===== config.mk =====
export PLATFORM = sky130hd
export DESIGN_NAME = exec_controller
export DESIGN_NICKNAME = d
export VERILOG_FILES = /design/src/rtl/exec_controller.sv
export SDC_FILE = /design/constraint.sdc
export NUM_CORES = 1
export LEC_CHECK = 0
export ABC_AREA = 1
export CORE_MARGIN = 3
export CORE_UTILIZATION = 43
export CTS_BUF_LIST = sky130_fd_sc_hd__clkbuf_16
export DETAILED_ROUTE_END_ITERATION = 8
export GPL_TIMING_DRIVEN = 0
export PLACE_DENSITY = 0.82
export SYNTH_ARGS = -nofsm -noshare
export SYNTH_HDL_FRONTEND = slang
export SYNTH_SLANG_ARGS = --single-unit

===== constraint.sdc =====
create_clock -name i_clk -period 1.56 [get_ports i_clk]
set_input_delay 0.312 -clock i_clk [delete_from_list [all_inputs] [get_ports i_clk]]
set_output_delay 0.312 -clock i_clk [all_outputs]
set_load 0.03 [all_outputs]

===== src/rtl/exec_controller.sv =====
// exec_controller
// Run/halt/single-step controller for a single-cycle RV32 core. Gates the PC
// register load and the register-file write enable, detects program termination
// (branch-to-self or an exhausted instruction budget) and keeps saturating cycle
// and retired-instruction counters.
//
// Ports
//   i_clk            clock, all state updates on the rising edge
//   i_rst            synchronous active-high reset
//   i_start          begin free-running execution (from IDLE)
//   i_stop           return to IDLE after the current commit (from RUN)
//   i_step           execute exactly one instruction (from IDLE)
//   i_clear          leave HALT, zero counters and halt information
//   i_pc             current PC
//   i_next_pc        PC value the PC register would load this cycle
//   i_reg_write_req  RegWrite from the control decoder
//   o_pc_en          PC register load enable (a "commit" cycle)
//   o_reg_we         gated register-file write enable
//   o_running        state is RUN
//   o_halted         state is HALT
//   o_halt_cause     bit0 self-loop, bit1 budget reached
//   o_halt_pc        PC of the instruction that caused HALT
//   o_cycle_count    cycles spent outside HALT since reset/clear
//   o_instr_count    committed instructions since reset/clear
module exec_controller #(
    parameter int unsigned DW        = 32,
    parameter int unsigned CW        = 32,
    parameter int unsigned MAX_INSTR = 0
) (
    input  logic          i_clk,
    input  logic          i_rst,
    input  logic          i_start,
    input  logic          i_stop,
    input  logic          i_step,
    input  logic          i_clear,
    input  logic [DW-1:0] i_pc,
    input  logic [DW-1:0] i_next_pc,
    input  logic          i_reg_write_req,
    output logic          o_pc_en,
    output logic          o_reg_we,
    output logic          o_running,
    output logic          o_halted,
    output logic [1:0]    o_halt_cause,
    output logic [DW-1:0] o_halt_pc,
    output logic [CW-1:0] o_cycle_count,
    output logic [CW-1:0] o_instr_count
);

    typedef enum logic [1:0] {StIdle, StRun, StStep, StHalt} state_e;

    // Budget compared on 64 bits so instr_count+1 can never wrap back onto it.
    localparam logic [63:0] MaxInstr = 64'(MAX_INSTR);
    localparam logic [CW-1:0] CntMax = {CW{1'b1}};

    state_e        r_state;
    logic          r_pc_en;
    logic          r_running;
    logic          r_halted;
    logic [1:0]    r_halt_cause;
    logic [DW-1:0] r_halt_pc;
    logic [CW-1:0] r_cycle_count;
    logic [CW-1:0] r_instr_count;

    logic          w_commit;
    logic          w_selfloop;
    logic          w_budget;
    logic          w_halt;
    logic [63:0]   w_instr_inc;

    // pc_en is registered alongside the state, so it is exactly state==RUN||STEP.
    assign w_commit    = r_pc_en;
    assign w_instr_inc = 64'(r_instr_count) + 64'd1;
    assign w_selfloop  = w_commit && (i_next_pc == i_pc);
    assign w_budget    = w_commit && (MAX_INSTR != 0) && (w_instr_inc == MaxInstr);
    assign w_halt      = w_selfloop || w_budget;

    always_ff @(posedge i_clk) begin
        if (i_rst) begin
            r_state       <= StIdle;
            r_pc_en       <= 1'b0;
            r_running     <= 1'b0;
            r_halted      <= 1'b0;
            r_halt_cause  <= 2'b00;
            r_halt_pc     <= '0;
            r_cycle_count <= '0;
            r_instr_count <= '0;
        end else if (i_clear) begin
            // clear beats any halt condition in the same cycle
            r_state       <= StIdle;
            r_pc_en       <= 1'b0;
            r_running     <= 1'b0;
            r_halted      <= 1'b0;
            r_halt_cause  <= 2'b00;
            r_halt_pc     <= '0;
            r_cycle_count <= '0;
            r_instr_count <= '0;
        end else begin
            if (r_state != StHalt && r_cycle_count != CntMax) begin
                r_cycle_count <= r_cycle_count + 1'b1;
            end
            if (w_commit && r_instr_count != CntMax) begin
                r_instr_count <= r_instr_count + 1'b1;
            end

            unique case (r_state)
                StIdle: begin
                    if (i_start) begin
                        r_state   <= StRun;
                        r_pc_en   <= 1'b1;
                        r_running <= 1'b1;
                    end else if (i_step) begin
                        r_state <= StStep;
                        r_pc_en <= 1'b1;
                    end
                end
                StRun, StStep: begin
                    if (w_halt) begin
                        r_state      <= StHalt;
                        r_pc_en      <= 1'b0;
                        r_running    <= 1'b0;
                        r_halted     <= 1'b1;
                        r_halt_pc    <= i_pc;
                        r_halt_cause <= {w_budget, w_selfloop};
                    end else if (r_state == StStep || i_stop) begin
                        // a step always returns to IDLE after its single commit
                        r_state   <= StIdle;
                        r_pc_en   <= 1'b0;
                        r_running <= 1'b0;
                    end
                end
                StHalt: begin
                    // only clear (handled above) leaves HALT
                end
                default: begin
                    r_state   <= StIdle;
                    r_pc_en   <= 1'b0;
                    r_running <= 1'b0;
                    r_halted  <= 1'b0;
                end
            endcase
        end
    end

    assign o_pc_en       = r_pc_en;
    assign o_reg_we      = r_pc_en && i_reg_write_req;
    assign o_running     = r_running;
    assign o_halted      = r_halted;
    assign o_halt_cause  = r_halt_cause;
    assign o_halt_pc     = r_halt_pc;
    assign o_cycle_count = r_cycle_count;
    assign o_instr_count = r_instr_count;

endmodule


==> out/qor.csv <==
stage,metric,value,unit
grt,grt_usage,27.1,%
yosys,synthMuxAreaShare,0,%
routing,vias_per_cell,5.50,
yosys,synthCells,844,
critical_path,slowest_delay,370,ps
yosys,synth_edf_count,0,
floorplanning,rows,40,
clock_network,path_clk_slew,70,ps
sta,setup_violations,65,
critical_path,path_class,reg -> reg,
yosys,synth.area.top_cells,"dfxtp_1 (37%), nand2_1 (13%), inv_1 (9.9%)",
yosys,synth_area,5490,µm²
sta,hold_viol,0,
critical_path,endpoint_kind,register,
hold_path,hp-class,in -> reg,
pwr,powerDensity,584,nW/µm²
yosys,synthSimpleGateAreaFrac,30.3,%
yosys,synth_top_family_by_area,simple AND/OR/NAND/NOR gates,
sta,fin_hold_ws,258,ps
floorplanning,dieArea,14200,µm²
grt,grt_max_degree,15,
floorplanning,num_io_pins,173,
sta,setup_slack,-366,ps
yosys,yosysWarnings,0,
clock_network,cts_num_sinks,101,
critical_path,cp-start-kind,register,
yosys,synth_xor_area_share,3.99,%
critical_path,cp.required,1850,ps
routing,finalWirelength,23300,µm
sta,slew_violations,0,
pwr,power_leakage,4.45,nW
routing,num_vias,7061,
grt,grt_pass1_vias,6390,
placement,hpwl,12500,µm
routing,drt_iter0_drc,809,
sta,worstMarginPinSlew,599,ps
sta,fmax,0.519,GHz
clock_network,cts_tree,yes,
critical_path,critPathTopFamily,simple AND/OR/NAND/NOR gates,
yosys,synth_fa_ha_area_share,1.14,%
sta,final.period_utilization,123,%
yosys,syn_nets,920,
clock_network,clockBufferDepth,2,
sta,finalWorstPathRequiredPeriod,1930,ps
critical_path,path_buf_inv,3,
final_layout,instances_no_fill,1283,
pwr,ir_worst_vdd,0.476,mV
yosys,avgSynthCellArea,6.50,µm²
yosys,synth_top_cell_area_share,36.9,%
grt,antenna_found_initial,1,
yosys,async_reset_ff_share,0,%
floorplanning,die_x,119,µm
grt,grt-ovfl-total,0,
sta,finalClockSkew,7.73,ps
floorplanning,initial_utilization,44.7,%
grt,grt_pass1_wl,31200,µm
yosys,synth_seq_cells,101,
final_layout,final_cell_mix,"inv_1 (135), dlygate4sd2_1 (135), nand2_1 (127)",
critical_path,critPathSlowestCell,dfxtp_4,
yosys,ys_seq_area_share,36.9,%
yosys,synth_largest_area_cell,dfxtp_1,
floorplanning,die_h,119,µm
sta,relSlewSlack,59.7,%
critical_path,crit_fanout,3,
run_status,violations,setup timing,
final_layout,area_growth,80.1,%
sta,setup_tns,-13190,ps
clock_network,clock_latency,350,ps
routing,drt_pre_antenna_iters,8,
final_layout,drive_above_1_share,42.5,%
critical_path,path_cells,buf_4 > buf_4 > nand3_2 > inv_2 > nand2_1 > nor4_4 > nand2_1 > xnor2_2 > nand2_4 > a21oi_2,
floorplanning,fp.coreArea,12300,µm²
yosys,synth_cell_types,36,
routing,drc,0,
placement,place.port_buffers,171,
run_status,outcome,finished with violations,
critical_path,cp.arrival,2210,ps
sta,rsz0062_at_grt,true,
run,cap_violations,0,
routing,antenna_left,0,
placement,routabilityCongestion,0.930,
clock_network,numCtsBuffers,9,
placement,place_inst,1183,
yosys,synth_ff_type,dfxtp_1,
placement,dpl_cell_area,7640,µm²
clock_network,ctsHtreeMaxLevel,3,
placement,dp_slack,-867,ps
final_layout,fin_area,9880,µm²
yosys,synth_compound_area_share,14.7,%
clock_network,cts_root_buf,clkbuf_16,
routing,wl_per_cell,18.1,µm
final_layout,nets,1186,
==> repair_timing <==
action / 4_1_cts / 5_1_grt
gates resized for setup: 408 / 277
buffers inserted: 48 / 30
pin swaps: 59 / 104
cloned: 8 / 1
endpoints found under the setup margin: 201 / 108
endpoints found under the hold margin: 0 / 0
hold buffers: 0 / 0
==> cells in the mapped netlist (2+ instances only) <==
| cell type | instances |
|---|---|
| ha_1 | 5 |
| buf_2 | 6 |
| nor3b_1 | 5 |
| buf_4 | 3 |
| nor4_1 | 7 |
| o21ai_0 | 72 |
| nand3_1 | 28 |
| inv_2 | 5 |
| xor2_1 | 11 |
| buf_1 | 2 |
| o21a_1 | 3 |
| inv_1 | 145 |
| nor3_1 | 27 |
| xnor2_1 | 14 |
| a21oi_1 | 69 |
| nand4_1 | 14 |
| clkbuf_1 | 10 |
| nor2_1 | 92 |
| nor3_2 | 7 |
| nor2_2 | 5 |
| nand2_1 | 190 |
| a21oi_2 | 7 |
| dfxtp_1 | 101 |
| and3_1 | 2 |
| nand2_2 | 3 |
==> report_power, final <==
group          leakage (nW)  total, W  internal, W  switching [W]
Clock                 0.150   0.00219      0.00121       0.000981
Sequential            0.852   0.00257      0.00256      0.0000166
Combinational          3.45   0.00101     0.000452       0.000558
==> worst reg2reg max path, stage by stage (launching register included) <==
cell	delay, ps
dfxtp_4	370
buf_4	120
buf_4	120
nand3_2	160
inv_2	160
nand2_1	120
nor4_4	290
nand2_1	160
xnor2_2	210
nand2_4	60
a21oi_2	100
==> final timing paths <==
path / startpoint / end / slack (ps) / cells past startpoint
worst max-delay path: o_cycle_count[0] / o_cycle_count[31] / -370 / 10
worst min-delay path: i_pc[27] / o_halt_pc[27] / 260 / 3
worst max register to register: o_cycle_count[0] / o_cycle_count[31] / -370 / 10
worst min register to register: o_halt_pc[2] / o_halt_pc[2] / 440 / 2
==> final cells by class <==
type	instances	area [µm²]
inverters	151	593
repair buffers	254	2310
clock buffers	9	225
well taps	168	210
diodes	1	2.50
repair inverters	1	11.3
multi-input cells	568	4050
fillers	768	2380
flip-flops and latches	101	2160
plain buffers	24	272
clock inverters	6	50.0
==> cell families after synthesis <==
group / count (synthesis)
compound gates: 154
other cells: 1
buf+inv: 175
xor+xnor: 25
fa+ha+maj: 5
simple gates: 383
flops: 101
==> layer usage <==
layer / vias to the layer above / share of wire, % / global-route usage, %
met3: 124 / 10 / 6.84
met4: 0 / 4.8 / 12.2
met5: - / 0 / 0
met2: 473 / 50 / 48.2
met1: 3261 / 35 / 30.3
li1: 3203 / - / -
==> registers in the layout, summed over array words and instances (netlist names) <==
register       count
r_state            2
o_halted           1
o_instr_count     32
o_running          1
o_cycle_count     32
o_halt_pc         32
o_pc_en            1
==> metrics by stage <==
stage               power, W  utilization (%)
floorplan            0.00300                -
global placement     0.00332             62.3
detailed placement   0.00333             62.3
CTS                  0.00558             72.5
global route         0.00598             80.6
finish               0.00578             80.6
No activity file was read; power rests on OpenSTA's default activity.
